[src/rtl/fp8_mac_sequencer.sv]
// Command sequencer for the shared FP8 multiply-accumulate datapath.
// Clears the accumulator, streams N operand pairs, waits out the pipe, returns the sum.
module fp8_mac_sequencer #(
    parameter int LEN_W    = 8,
    parameter int PIPE_LAT = 3
) (
    input  logic             clk,
    input  logic             rst,
    input  logic             cmd_valid,
    output logic             cmd_ready,
    input  logic [LEN_W-1:0] cmd_len,
    input  logic             op_valid,
    output logic             op_ready,
    input  logic [7:0]       op_a,
    input  logic [7:0]       op_b,
    output logic [7:0]       dp_a,
    output logic [7:0]       dp_b,
    output logic             dp_issue,
    output logic             dp_acc_clr,
    input  logic [7:0]       dp_acc,
    output logic             res_valid,
    input  logic             res_ready,
    output logic [7:0]       res_data,
    output logic             busy
);

    localparam int DW = (PIPE_LAT < 1) ? 1 : $clog2(PIPE_LAT + 1);

    typedef enum logic [2:0] {
        S_IDLE,
        S_CLEAR,
        S_STREAM,
        S_DRAIN,
        S_DONE
    } state_t;

    state_t           state_q, state_d;
    logic [LEN_W-1:0] remaining_q, remaining_d;
    logic [DW-1:0]    drain_q, drain_d;
    logic [7:0]       dp_a_q, dp_a_d;
    logic [7:0]       dp_b_q, dp_b_d;
    logic             issue_q, issue_d;
    logic [7:0]       res_q, res_d;

    // NOTE: every _d gets its hold value first, so no branch can leave a latch behind.
    always_comb begin
        state_d     = state_q;
        remaining_d = remaining_q;
        drain_d     = drain_q;
        dp_a_d      = dp_a_q;
        dp_b_d      = dp_b_q;
        issue_d     = 1'b0;
        res_d       = res_q;

        unique case (state_q)
            S_IDLE: begin
                if (cmd_valid) begin
                    remaining_d = cmd_len;
                    state_d     = S_CLEAR;
                end
            end
            S_CLEAR: begin
                if (remaining_q == '0) begin
                    drain_d = DW'(PIPE_LAT);
                    state_d = S_DRAIN;
                end else begin
                    state_d = S_STREAM;
                end
            end
            S_STREAM: begin
                if (op_valid && (remaining_q != '0)) begin
                    dp_a_d      = op_a;
                    dp_b_d      = op_b;
                    issue_d     = 1'b1;
                    remaining_d = remaining_q - LEN_W'(1);
                    if (remaining_q == LEN_W'(1)) begin
                        drain_d = DW'(PIPE_LAT);
                        state_d = S_DRAIN;
                    end
                end
            end
            S_DRAIN: begin
                // The last product reaches dp_acc in the cycle the count hits zero.
                if (drain_q == '0) begin
                    res_d   = dp_acc;
                    state_d = S_DONE;
                end else begin
                    drain_d = drain_q - DW'(1);
                end
            end
            S_DONE: begin
                if (res_ready) begin
                    state_d = S_IDLE;
                end
            end
            default: state_d = S_IDLE;
        endcase
    end

    // NOTE: state registers use <= so every flop samples the pre-edge values together.
    always_ff @(posedge clk) begin
        if (rst) begin
            state_q     <= S_IDLE;
            remaining_q <= '0;
            drain_q     <= '0;
            dp_a_q      <= 8'h00;
            dp_b_q      <= 8'h00;
            issue_q     <= 1'b0;
            res_q       <= 8'h00;
        end else begin
            state_q     <= state_d;
            remaining_q <= remaining_d;
            drain_q     <= drain_d;
            dp_a_q      <= dp_a_d;
            dp_b_q      <= dp_b_d;
            issue_q     <= issue_d;
            res_q       <= res_d;
        end
    end

    assign cmd_ready  = (state_q == S_IDLE);
    assign busy       = (state_q != S_IDLE);
    assign op_ready   = (state_q == S_STREAM) && (remaining_q != '0);
    assign dp_acc_clr = (state_q == S_CLEAR);
    assign res_valid  = (state_q == S_DONE);
    assign dp_issue   = issue_q;
    assign dp_a       = dp_a_q;
    assign dp_b       = dp_b_q;
    assign res_data   = res_q;

endmodule

[config.mk]
export PLATFORM = sky130hd
export DESIGN_NAME = fp8_mac_sequencer
export DESIGN_NICKNAME = d
export VERILOG_FILES = /design/src/rtl/fp8_mac_sequencer.sv
export SDC_FILE = /design/constraint.sdc
export NUM_CORES = 1
export LEC_CHECK = 0
export ABC_AREA = 1
export CORE_UTILIZATION = 44
export CTS_CLUSTER_DIAMETER = 50
export DETAILED_ROUTE_END_ITERATION = 8
export GPL_TIMING_DRIVEN = 0
export PLACE_DENSITY = 0.85
export SYNTH_ARGS = -nofsm -noshare
export SYNTH_HDL_FRONTEND = slang
export SYNTH_SLANG_ARGS = --single-unit
export TNS_END_PERCENT = 50
[constraint.sdc]
create_clock -name clk -period 1.9 [get_ports clk]
set_input_delay 0.285 -clock clk [delete_from_list [all_inputs] [get_ports clk]]
set_output_delay 0.285 -clock clk [all_outputs]
set_load 0.01 [all_outputs]
# Word-level counts from Yosys, hierarchy flattened
# Index checks and enable logic that the tools add are counted.
dict set report word_totals {
  regBits 38
  word_cells 53
  in_bits 37
}
dict set report classes {
  n_reduce_logical 15
  n_mux 16
  add_sub_neg 2
  n_eq_ne 12
  bitwise_logic 1
}
# operator count
set ops {}
lappend ops {{8-bit 2-to-1 mux} 2}
lappend ops {{8-bit one-hot mux with 2 select lines} 1}
lappend ops {{3-bit 2-to-1 mux} 5}
lappend ops {{3-bit one-hot mux with 5 select lines} 1}
lappend ops {{2-bit != test, second input constant} 5}
lappend ops {{5-bit AND reduction} 2}
lappend ops {{8-bit by 1-bit equality test with 1-bit output, second input constant} 1}
lappend ops {{8-bit zero test} 1}
lappend ops {{2-bit 2-to-1 mux} 4}
lappend ops {{8-bit nonzero test} 1}
lappend ops {{8-bit by 1-bit subtractor with 8-bit output, second input constant} 1}
lappend ops {{3-bit by 2-bit equality test with 1-bit output, second input constant} 2}
lappend ops {{2-bit one-hot mux with 3 select lines} 1}
lappend ops {{3-bit nonzero test} 2}
lappend ops {{2-bit by 1-bit != test with 1-bit output, second input constant} 2}
lappend ops {{2-bit AND reduction} 2}
lappend ops {{3-bit by 1-bit equality test with 1-bit output, second input constant} 1}
lappend ops {{3-bit equality test, second input constant} 1}
lappend ops {{3-bit zero test} 1}
lappend ops {{3-bit AND reduction} 1}
lappend ops {{1-bit logical AND} 2}
lappend ops {{2-bit zero test} 1}
lappend ops {{1-bit 2-to-1 mux} 2}
lappend ops {{2-bit nonzero test} 1}
lappend ops {{other kinds (3)} 3}

# Depth between registers and ports, before layout
# Gate-level depths: netlist of the first run.
dict set report logic_depth {
  depth_word 4
  mapped_depth 11
  ltp_nobuf 11
}

# Worst setup path after synthesis of the first run
# Ideal clock, no wire load.
dict set report synth_path {
  path_type {register to register}
  startpoint {register drain_q[0]}
  endpoint {register drain_q[1]}
  slack_ns 0.489
  required_time_ns 1.836
  arrival_ns 1.347
  stages_incl_launch_ff 11
  n_path_buf 1
  period_less_slack_ns 1.411
  setup_time_ns 0.064
  path_cell_list {dfxtp_1 > inv_1 > ha_1 > clkbuf_1 > nand2_4 > nand2_1 > nor2_1 > nand3_1 > nand2_1 > inv_1 > nor2_1}
}
dict set report synth_between {
  elab_chain_len 3
}
# item line
set synth_lines {}
lappend synth_lines {{start, declared} 39} ;# logic [DW-1:0] drain_q, drain_d;
lappend synth_lines {{start signal, assigned} 113} ;# drain_q <= drain_d;
lappend synth_lines {{2-bit by 1-bit subtractor with 2-bit output / 2-bit zero test (equally long branches)} {88, 84}}
lappend synth_lines {{2-bit 2-to-1 mux / 2-bit != test (equally long branches)} --}
lappend synth_lines {{2-bit one-hot mux with 3 select lines / 5-bit AND reduction (equally long branches)} --}
# Parallel ways exist; a longest one is shown, timed or not. The select of a mux whose other input is x is not followed.
# A chain may end at the register's enable or synchronous reset.

# Worst setup path in the final report of the first run
dict set report layout_path {
  startpoint {register state_q[2]}
  endpoint {output cmd_ready}
}
dict set report layout_between {
  elab_chain_len 1
}
# item line
set layout_lines {}
lappend layout_lines {{start, declared} 37} ;# state_t state_q, state_d;
lappend layout_lines {{start signal, assigned} 111} ;# state_q <= state_d;
lappend layout_lines {{3-bit zero test} 121} ;# assign cmd_ready = (state_q == S_IDLE);
lappend layout_lines {{end, declared} 10} ;# output logic cmd_ready,
# Every way passes these cells.

==> results_dict.tcl, run 1 <==
set metrics [dict create \
    power.ir.vdd_worst_uv 721 \
    cp_max_fo 3 \
    vias 1980 \
    number_of_global_route_vias_before_repair 1684 \
    drt_iter0_drc 79 \
    p_leak_nw 1.09 \
    post-dp-hpwl_mm 3.43 \
    timing_worst_slew_pin_value_ns 0.531 \
    max-cap-violations 0 \
    synth.largest_area_cell "sky130_fd_sc_hd__dfxtp_1" \
    layout.cells.most_common_list "sky130_fd_sc_hd__nand2_1 (66), sky130_fd_sc_hd__clkdlybuf4s50_1 (64), sky130_fd_sc_hd__nand3_1 (41)" \
    global_route_usage_sum_pct 21.7 \
    start_of_the_worst_register_to_register_path "drain_q[0]$_SDFFE_PP0P_" \
    clock_sinks 38 \
    synth.yosys.seq_area_share_pct 40.9 \
    layout.cells.most_common "sky130_fd_sc_hd__nand2_1" \
    die_w_um 67.0 \
    finalSetupViolations 0 \
    timing.final.hold_violations 0 \
    rows 23 \
    cts_htree_levels 2 \
    fillers 357 \
    tritoncts_buffer_count 5 \
    fin_skew_ns 0.00446 \
    tritoncts "done" \
    hold_start "op_valid" \
    hold_ws_ns 0.348 \
    nNetsFinal 381 \
    post-route-min-period_ns 1.87 \
    timing.fmax_ghz 0.536 \
    core_region_area_sq_um 4030 \
    power.density_cell_area_nw_per_um2 1300 \
    post-route-period-util_pct 98.2 \
    dpl_cell_area_sq_um 2570 \
    design.die.area_sq_um 4490 \
    detail_route.wl_per_cell_um 12.3 \
    firstDrtPassIters 4 \
    yosysWarnings 0 \
    ctsLongestPathBuffers 2 \
    setup_slack_of_the_critical_path_after_layout_ns 0.0341 \
    gr-total-overflow 0 \
    yosys_register_bits 38 \
    placement_setup_slack_ns -0.177 \
    timing.critical_path.arrival_ns 1.58 \
    report.final.slew_viol_count 0 \
    initial_core_util_pct 46.2 \
    cell_types_with_the_largest_area_share_after_synthesis "sky130_fd_sc_hd__dfxtp_1 (41%), sky130_fd_sc_hd__nand2_1 (13%), sky130_fd_sc_hd__nand3_1 (11%)" \
    cts_hold_buffers 0 \
    power.total_mw 3.50 \
    gp_routability_congestion 0.914 \
    drc 0 \
    timing.critical_path.required_ns 1.62 \
    slew-limit-headroom_pct 64.6 \
    category_of_the_critical_setup_timing_path "flip-flop to output port" \
    finalInstanceArea_sq_um 2690 \
    post_synth_inst_count 264 \
    pin_count 67 \
    portBuffers 65 \
    synth_largest_type_area_fraction_pct 40.9 \
    grt_first_pass_wirelength_mm 7.29 \
    synthesis.area_per_instance_sq_um 7.05 \
    post_route_cells_drive_above_1_share_pct 12.4 \
    setup_repair_after_global_routing_missed_its_margin "true" \
    grt_max_degree 12 \
    setup.worst_path.end_class "output port" \
    synth_fp_nets 305 \
    run_status "completed" \
    netlist_area_sq_um 1860 \
    syn2layout_area_growth_pct 44.4 \
    hold_class "input port to flip-flop" \
    clock_insertion_delay_worst_skew_ns 0.29 \
    grt_antenna_before_repair 0 \
    floorplan.die.height_um 67.0 \
    clk_pin_slew_worst_paths_ns 0.07 \
    yosys.cell_types.count 24 \
    routed_wirelength_mm 4.78 \
    finish.utilization_pct 66.7 \
    antenna_viol_nets_final 0 \
    diodes 0 \
    critical_path.startpoint_type "flip-flop" \
    worst_setup_path_startpoint "state_q[2]$_SDFFE_PP0P_" \
    clock_tree_root_buffer_cell "sky130_fd_sc_hd__clkbuf_8" \
    vias_per_cell 5.08 \
]
-- flip-flops by register name (all words and copies together) (netlist names) --
| name | count |
|---|---|
| remaining_q | 8 |
| dp_b | 8 |
| dp_issue | 1 |
| res_data | 8 |
| dp_a | 8 |
| drain_q | 2 |
| state_q | 3 |
-- cell type report --
type / instances / area [sq um] / area share (%)
plain buffers: 10 / 62.6 / 2.33
repair buffers: 69 / 676 / 25.2
multi-input cells: 193 / 953 / 35.5
flip-flops and latches: 38 / 767 / 28.6
well taps: 50 / 62.6 / 2.33
clock inverters: 2 / 10.0 / 0.373
clock buffers: 5 / 68.8 / 2.56
inverters: 23 / 86.3 / 3.21
-- metrics by stage --
| stage | TNS, ns | cells |
|---|---|---|
| finish | 0 | 390 |
| detailed placement | -0.177 | 379 |
| CTS | 0 | 387 |
| global route | -0.0539 | 390 |
| global placement | -0.153 | 379 |
| floorplan | 0 | 264 |
-- logic make-up after synthesis --
logic type      Yosys count  synth area share, %
simple gates            148                 36.3
fa+ha+maj                 4                 2.69
xor+xnor                  1                0.471
compound gates           40                 11.6
flops                    38                 40.9
buf+inv                  33                 8.00
-- what timing repair did --
item / 4_1_cts / 5_1_grt
endpoints found under the setup margin: 3 / 4
cloned: 0 / 0
buffers inserted: 1 / 3
pin swaps: 1 / 1
gates resized for setup: 5 / 6
-- cell usage after synthesis --
master,count
sky130_fd_sc_hd__clkbuf_1,4
sky130_fd_sc_hd__nand2_1,66
sky130_fd_sc_hd__nand2_4,3
sky130_fd_sc_hd__buf_2,2
sky130_fd_sc_hd__nand2_2,4
sky130_fd_sc_hd__nand4_1,3
sky130_fd_sc_hd__ha_1,4
sky130_fd_sc_hd__nor2_2,4
sky130_fd_sc_hd__o21a_1,1
sky130_fd_sc_hd__o21bai_1,1
sky130_fd_sc_hd__buf_6,2
sky130_fd_sc_hd__o21ai_0,5
sky130_fd_sc_hd__nor3_1,1
sky130_fd_sc_hd__dfxtp_1,38
sky130_fd_sc_hd__nor2_1,24
sky130_fd_sc_hd__nand3_1,41
sky130_fd_sc_hd__inv_2,5
sky130_fd_sc_hd__nand3b_1,1
sky130_fd_sc_hd__nand3_4,1
sky130_fd_sc_hd__a21oi_1,32
sky130_fd_sc_hd__buf_4,2
sky130_fd_sc_hd__inv_1,18
sky130_fd_sc_hd__a21oi_4,1
sky130_fd_sc_hd__xnor2_1,1
-- per-layer routing --
metal	global-route usage (%)	vias up	routed length [um]
met3	3.25	15	186
met4	11.4	0	131
li1	-	1016	-
met1	27.4	894	2170
met2	35.3	55	2300
met5	0	-	0
-- report_power, final --
group          switching (mW)  internal, mW  total [mW]  leakage (nW)
clock                   0.287         0.247       0.534        0.0438
combinational            1.09         0.753        1.85         0.732
sequential              0.141         0.978        1.12         0.311
total                    1.52          1.98        3.50          1.09
-- worst paths after layout --
path | to | slack (ns) | cells past startpoint
min | dp_b[7]$_SDFFE_PP0P_ | 0.35 | 3
max reg2reg | drain_q[1]$_SDFFE_PP0P_ | 0.24 | 10
min reg2reg | res_data[7]$_SDFFE_PP0P_ | 0.46 | 2
max | cmd_ready | 0.03 | 4
-- worst max-delay path, cell delays in order, from the launching register on --
cell and delay [ns]:
sky130_fd_sc_hd__dfxtp_1 0.34, sky130_fd_sc_hd__inv_1 0.10, sky130_fd_sc_hd__nand2_1 0.09, sky130_fd_sc_hd__nor2_2 0.20
sky130_fd_sc_hd__clkdlybuf4s50_1 0.57
No activity file was read; power rests on OpenSTA's default activity.
==> run 2: changes to the inputs <==
--- a/config.mk
+++ b/config.mk
@@ -5,12 +5,11 @@
 export SDC_FILE = /design/constraint.sdc
 export NUM_CORES = 1
 export LEC_CHECK = 0
-export ABC_AREA = 1
 export CORE_UTILIZATION = 44
 export CTS_CLUSTER_DIAMETER = 50
 export DETAILED_ROUTE_END_ITERATION = 8
 export GPL_TIMING_DRIVEN = 0
-export PLACE_DENSITY = 0.85
+export PLACE_DENSITY = 0.86
 export SYNTH_ARGS = -nofsm -noshare
 export SYNTH_HDL_FRONTEND = slang
 export SYNTH_SLANG_ARGS = --single-unit
==> run 2 against run 1 <==
Count of clock-buffer cells in the layout is 1 higher; sequential share of layout area fell by 0.90 points; global-route usage rose by 1.5 points; setup slack got worse by 0.0081 ns; synthesized cell count is 16% lower; die area fell by 2.8%.
==> results_dict.tcl, run 2 <==
set metrics [dict create \
    placement_setup_slack_ns -0.291 \
    most_numerous_cell_types_in_the_synthesized_netlist "sky130_fd_sc_hd__nand2_1 (55), sky130_fd_sc_hd__dfxtp_1 (38), sky130_fd_sc_hd__a21oi_1 (29), sky130_fd_sc_hd__nor2_1 (12), sky130_fd_sc_hd__clkbuf_1 (8)" \
    p_switching_mw 0.839 \
    synth_enable_flop_cells 0 \
    fin_skew_ns 0.00366 \
    p_sw_share_pct 32.0 \
    vias_per_cell 5.55 \
    clock_sinks 38 \
    clock_insertion_delay_worst_skew_ns 0.29 \
    diodes 0 \
    yosysWarnings 0 \
    slew-limit-headroom_pct 59.3 \
    category_of_the_critical_setup_timing_path "flip-flop to flip-flop" \
    nNetsFinal 345 \
    run_status "completed" \
    clockPowerShare_pct 26.8 \
    post_route_cells_drive_above_1_share_pct 14.5 \
    die_w_um 66.1 \
    synth.largest_area_cell "sky130_fd_sc_hd__dfxtp_1" \
    post-route-period-util_pct 98.6 \
    core_region_area_sq_um 3800 \
    number_of_global_route_vias_before_repair 1748 \
    grt_antenna_before_repair 0 \
    clock_tree_root_buffer_cell "sky130_fd_sc_hd__clkbuf_8" \
    library_cell_with_the_highest_instance_count_after_synthesis "sky130_fd_sc_hd__nand2_1" \
    synth_largest_type_area_fraction_pct 42.1 \
    timing.critical_path.required_ns 2.05 \
    firstDrtPassIters 4 \
    dp.cells 336 \
    rows 22 \
    global_route_usage_sum_pct 23.2 \
    ys_async_sr_fraction_pct 0 \
    post-dp-hpwl_mm 3.27 \
    setup.worst_path.end_class "flip-flop" \
    cell_types_with_the_largest_area_share_after_synthesis "sky130_fd_sc_hd__dfxtp_1 (42%), sky130_fd_sc_hd__nand2_1 (11%), sky130_fd_sc_hd__a21oi_1 (8.0%)" \
    setup_repair_after_global_routing_missed_its_margin "true" \
    synthFlopType "sky130_fd_sc_hd__dfxtp_1" \
    timing.fmax_ghz 0.534 \
    floorplan.die.height_um 66.1 \
    post-route-min-period_ns 1.87 \
    grt_first_pass_wirelength_mm 7.67 \
    pin_count 67 \
    detail_route.wl_per_cell_um 14.5 \
    timing.critical_path.arrival_ns 2.03 \
    cp_max_fo 10 \
    antenna_viol_nets_final 0 \
    layoutNonFillerInstCount 352 \
    p_leak_nw 1.04 \
    synthesis.area_per_instance_sq_um 8.10 \
    setup_slack_of_the_critical_path_after_layout_ns 0.0260 \
    gp_routability_congestion 0.921 \
    power_report.internal_total_mw 1.78 \
    hold_class "input port to flip-flop" \
    report.final.slew_viol_count 0 \
    gr-total-overflow 0 \
    timing_worst_slew_pin_value_ns 0.611 \
    dpl_cell_area_sq_um 2520 \
    vias 1954 \
    drt_iter0_drc 112 \
    syn2layout_area_growth_pct 52.8 \
    cts_hold_buffers 0 \
    routed_wirelength_mm 5.11 \
    synth.yosys.seq_area_share_pct 42.1 \
    clk_pin_slew_worst_paths_ns 0.07 \
    netlist_area_sq_um 1810 \
    timing.final.hold_violations 0 \
    yosys_register_bits 38 \
    critical_path.startpoint_type "flip-flop" \
    finalSetupViolations 0 \
    finalInstanceArea_sq_um 2760 \
    tritoncts_buffer_count 5 \
    ctsLongestPathBuffers 2 \
    design.die.area_sq_um 4370 \
    logic_gate_share_of_total_power_pct 37.1 \
    yosys.cell_types.count 39 \
    max-cap-violations 0 \
    synth_fp_nets 264 \
    post_synth_inst_count 223 \
    tritoncts "done" \
    layout.cells.most_common_list "sky130_fd_sc_hd__clkdlybuf4s50_1 (61), sky130_fd_sc_hd__nand2_1 (55), sky130_fd_sc_hd__dfxtp_1 (36)" \
    portBuffers 65 \
    cts_htree_levels 2 \
    drc 0 \
    seqPwrFrac_pct 36.1 \
    grt_max_degree 12 \
    power.ir.vdd_worst_uv 551 \
    layout.cells.most_common "sky130_fd_sc_hd__clkdlybuf4s50_1" \
    initial_core_util_pct 47.6 \
    power.density_cell_area_nw_per_um2 950 \
]
[run 2: cell count changes after synthesis, sizes merged, moves of 4 or more]
cell    before  now
clkbuf       4    8
nand3       42    4
a31o         0    4
inv         23    7
nor2        28   12
and3         0    4
a221oi       0    7
nand2       73   55
nor2b        0    4
a21oi       33   29
[run 2: timing repair]
| action | CTS | global route |
|---|---|---|
| gates resized for setup | 21 | 11 |
| pin swaps | 2 | 2 |
| setup buffers | 5 | 5 |
| cloned | 1 | 0 |
| endpoints found under the setup margin | 12 | 23 |
[run 2: path summary, 6_finish.rpt]
kind,from,endpoint,slack [ns],cells after the start
hold / removal,rst,dp_a[1]$_SDFFE_PP0P_,0.41,2
setup / recovery,state_q[1]$_SDFFE_PP0P_,remaining_q[2]$_SDFFE_PP0P_,0.03,7
hold reg to reg,dp_a[5]$_SDFFE_PP0P_,dp_a[5]$_SDFFE_PP0P_,0.45,2
setup reg to reg,state_q[1]$_SDFFE_PP0P_,remaining_q[2]$_SDFFE_PP0P_,0.03,7
[run 2: power groups by stage]
stage                     Clock (mW)  Sequential (mW)  Combinational (mW)
after floorplan                    0            0.952               0.511
after CTS                      0.708            0.943               0.881
after global placement             0            0.947               0.797
final                          0.703            0.945               0.973
after detailed placement           0            0.950               0.809
after global routing           0.744            0.957                1.06
[run 2: cell families after synthesis]
group,Yosys count,share of synthesized area [%]
simple gates,99,25.6
buf+inv,23,7.13
compound gates,59,22.4
fa+ha+maj,4,2.77
flops,38,42.1
[run 2: final cells by class]
type | instances | area (sq um)
Clock inverter | 1 | 30.0
Tap cell | 48 | 60.1
Multi-Input combinational cell | 162 | 970
Inverter | 7 | 26.3
Timing Repair Buffer | 76 | 728
Clock buffer | 6 | 82.6
Buffer | 14 | 100
Fill cell | 301 | 1040
Sequential cell | 38 | 763
[run 2: critical path, stage by stage (launching register included)]
cell and delay (ns):
sky130_fd_sc_hd__dfxtp_2 0.33, sky130_fd_sc_hd__buf_6 0.11, sky130_fd_sc_hd__or3b_4 0.43, sky130_fd_sc_hd__a311o_1 0.34
sky130_fd_sc_hd__buf_6 0.15, sky130_fd_sc_hd__buf_6 0.14, sky130_fd_sc_hd__a21oi_2 0.13, sky130_fd_sc_hd__o32ai_1 0.11
[run 2: layer usage]
metal	track usage (%)	share of wire (%)	vias to the layer above
met2	39.3	50	89
li1	-	-	952
met5	0	0	-
met3	6.55	7.7	10
met1	28.5	41	903
met4	6.91	1.7	0
[run 2: through the flow]
stage | total power, mW | setup TNS [ns] | util [%] | hold slack (ns)
CTS | 2.53 | -0.0179 | 71.3 | 0.415
finish | 2.62 | 0 | 72.7 | 0.409
detailed placement | 1.76 | -0.423 | 66.3 | 0.446
floorplan | 1.46 | 0 | - | 0.421
global placement | 1.74 | -0.336 | 66.3 | 0.441
global route | 2.76 | -0.0839 | 72.7 | 0.440
==> run 3: changes to the inputs <==
--- a/config.mk
+++ b/config.mk
@@ -6,6 +6,7 @@
 export NUM_CORES = 1
 export LEC_CHECK = 0
 export CORE_UTILIZATION = 44
+export CTS_BUF_LIST = sky130_fd_sc_hd__clkbuf_8 sky130_fd_sc_hd__clkbuf_16
 export CTS_CLUSTER_DIAMETER = 50
 export DETAILED_ROUTE_END_ITERATION = 8
 export GPL_TIMING_DRIVEN = 0
==> results of run 3 <==
No change in the layout: final DEF, timing and power equal those of run 2.
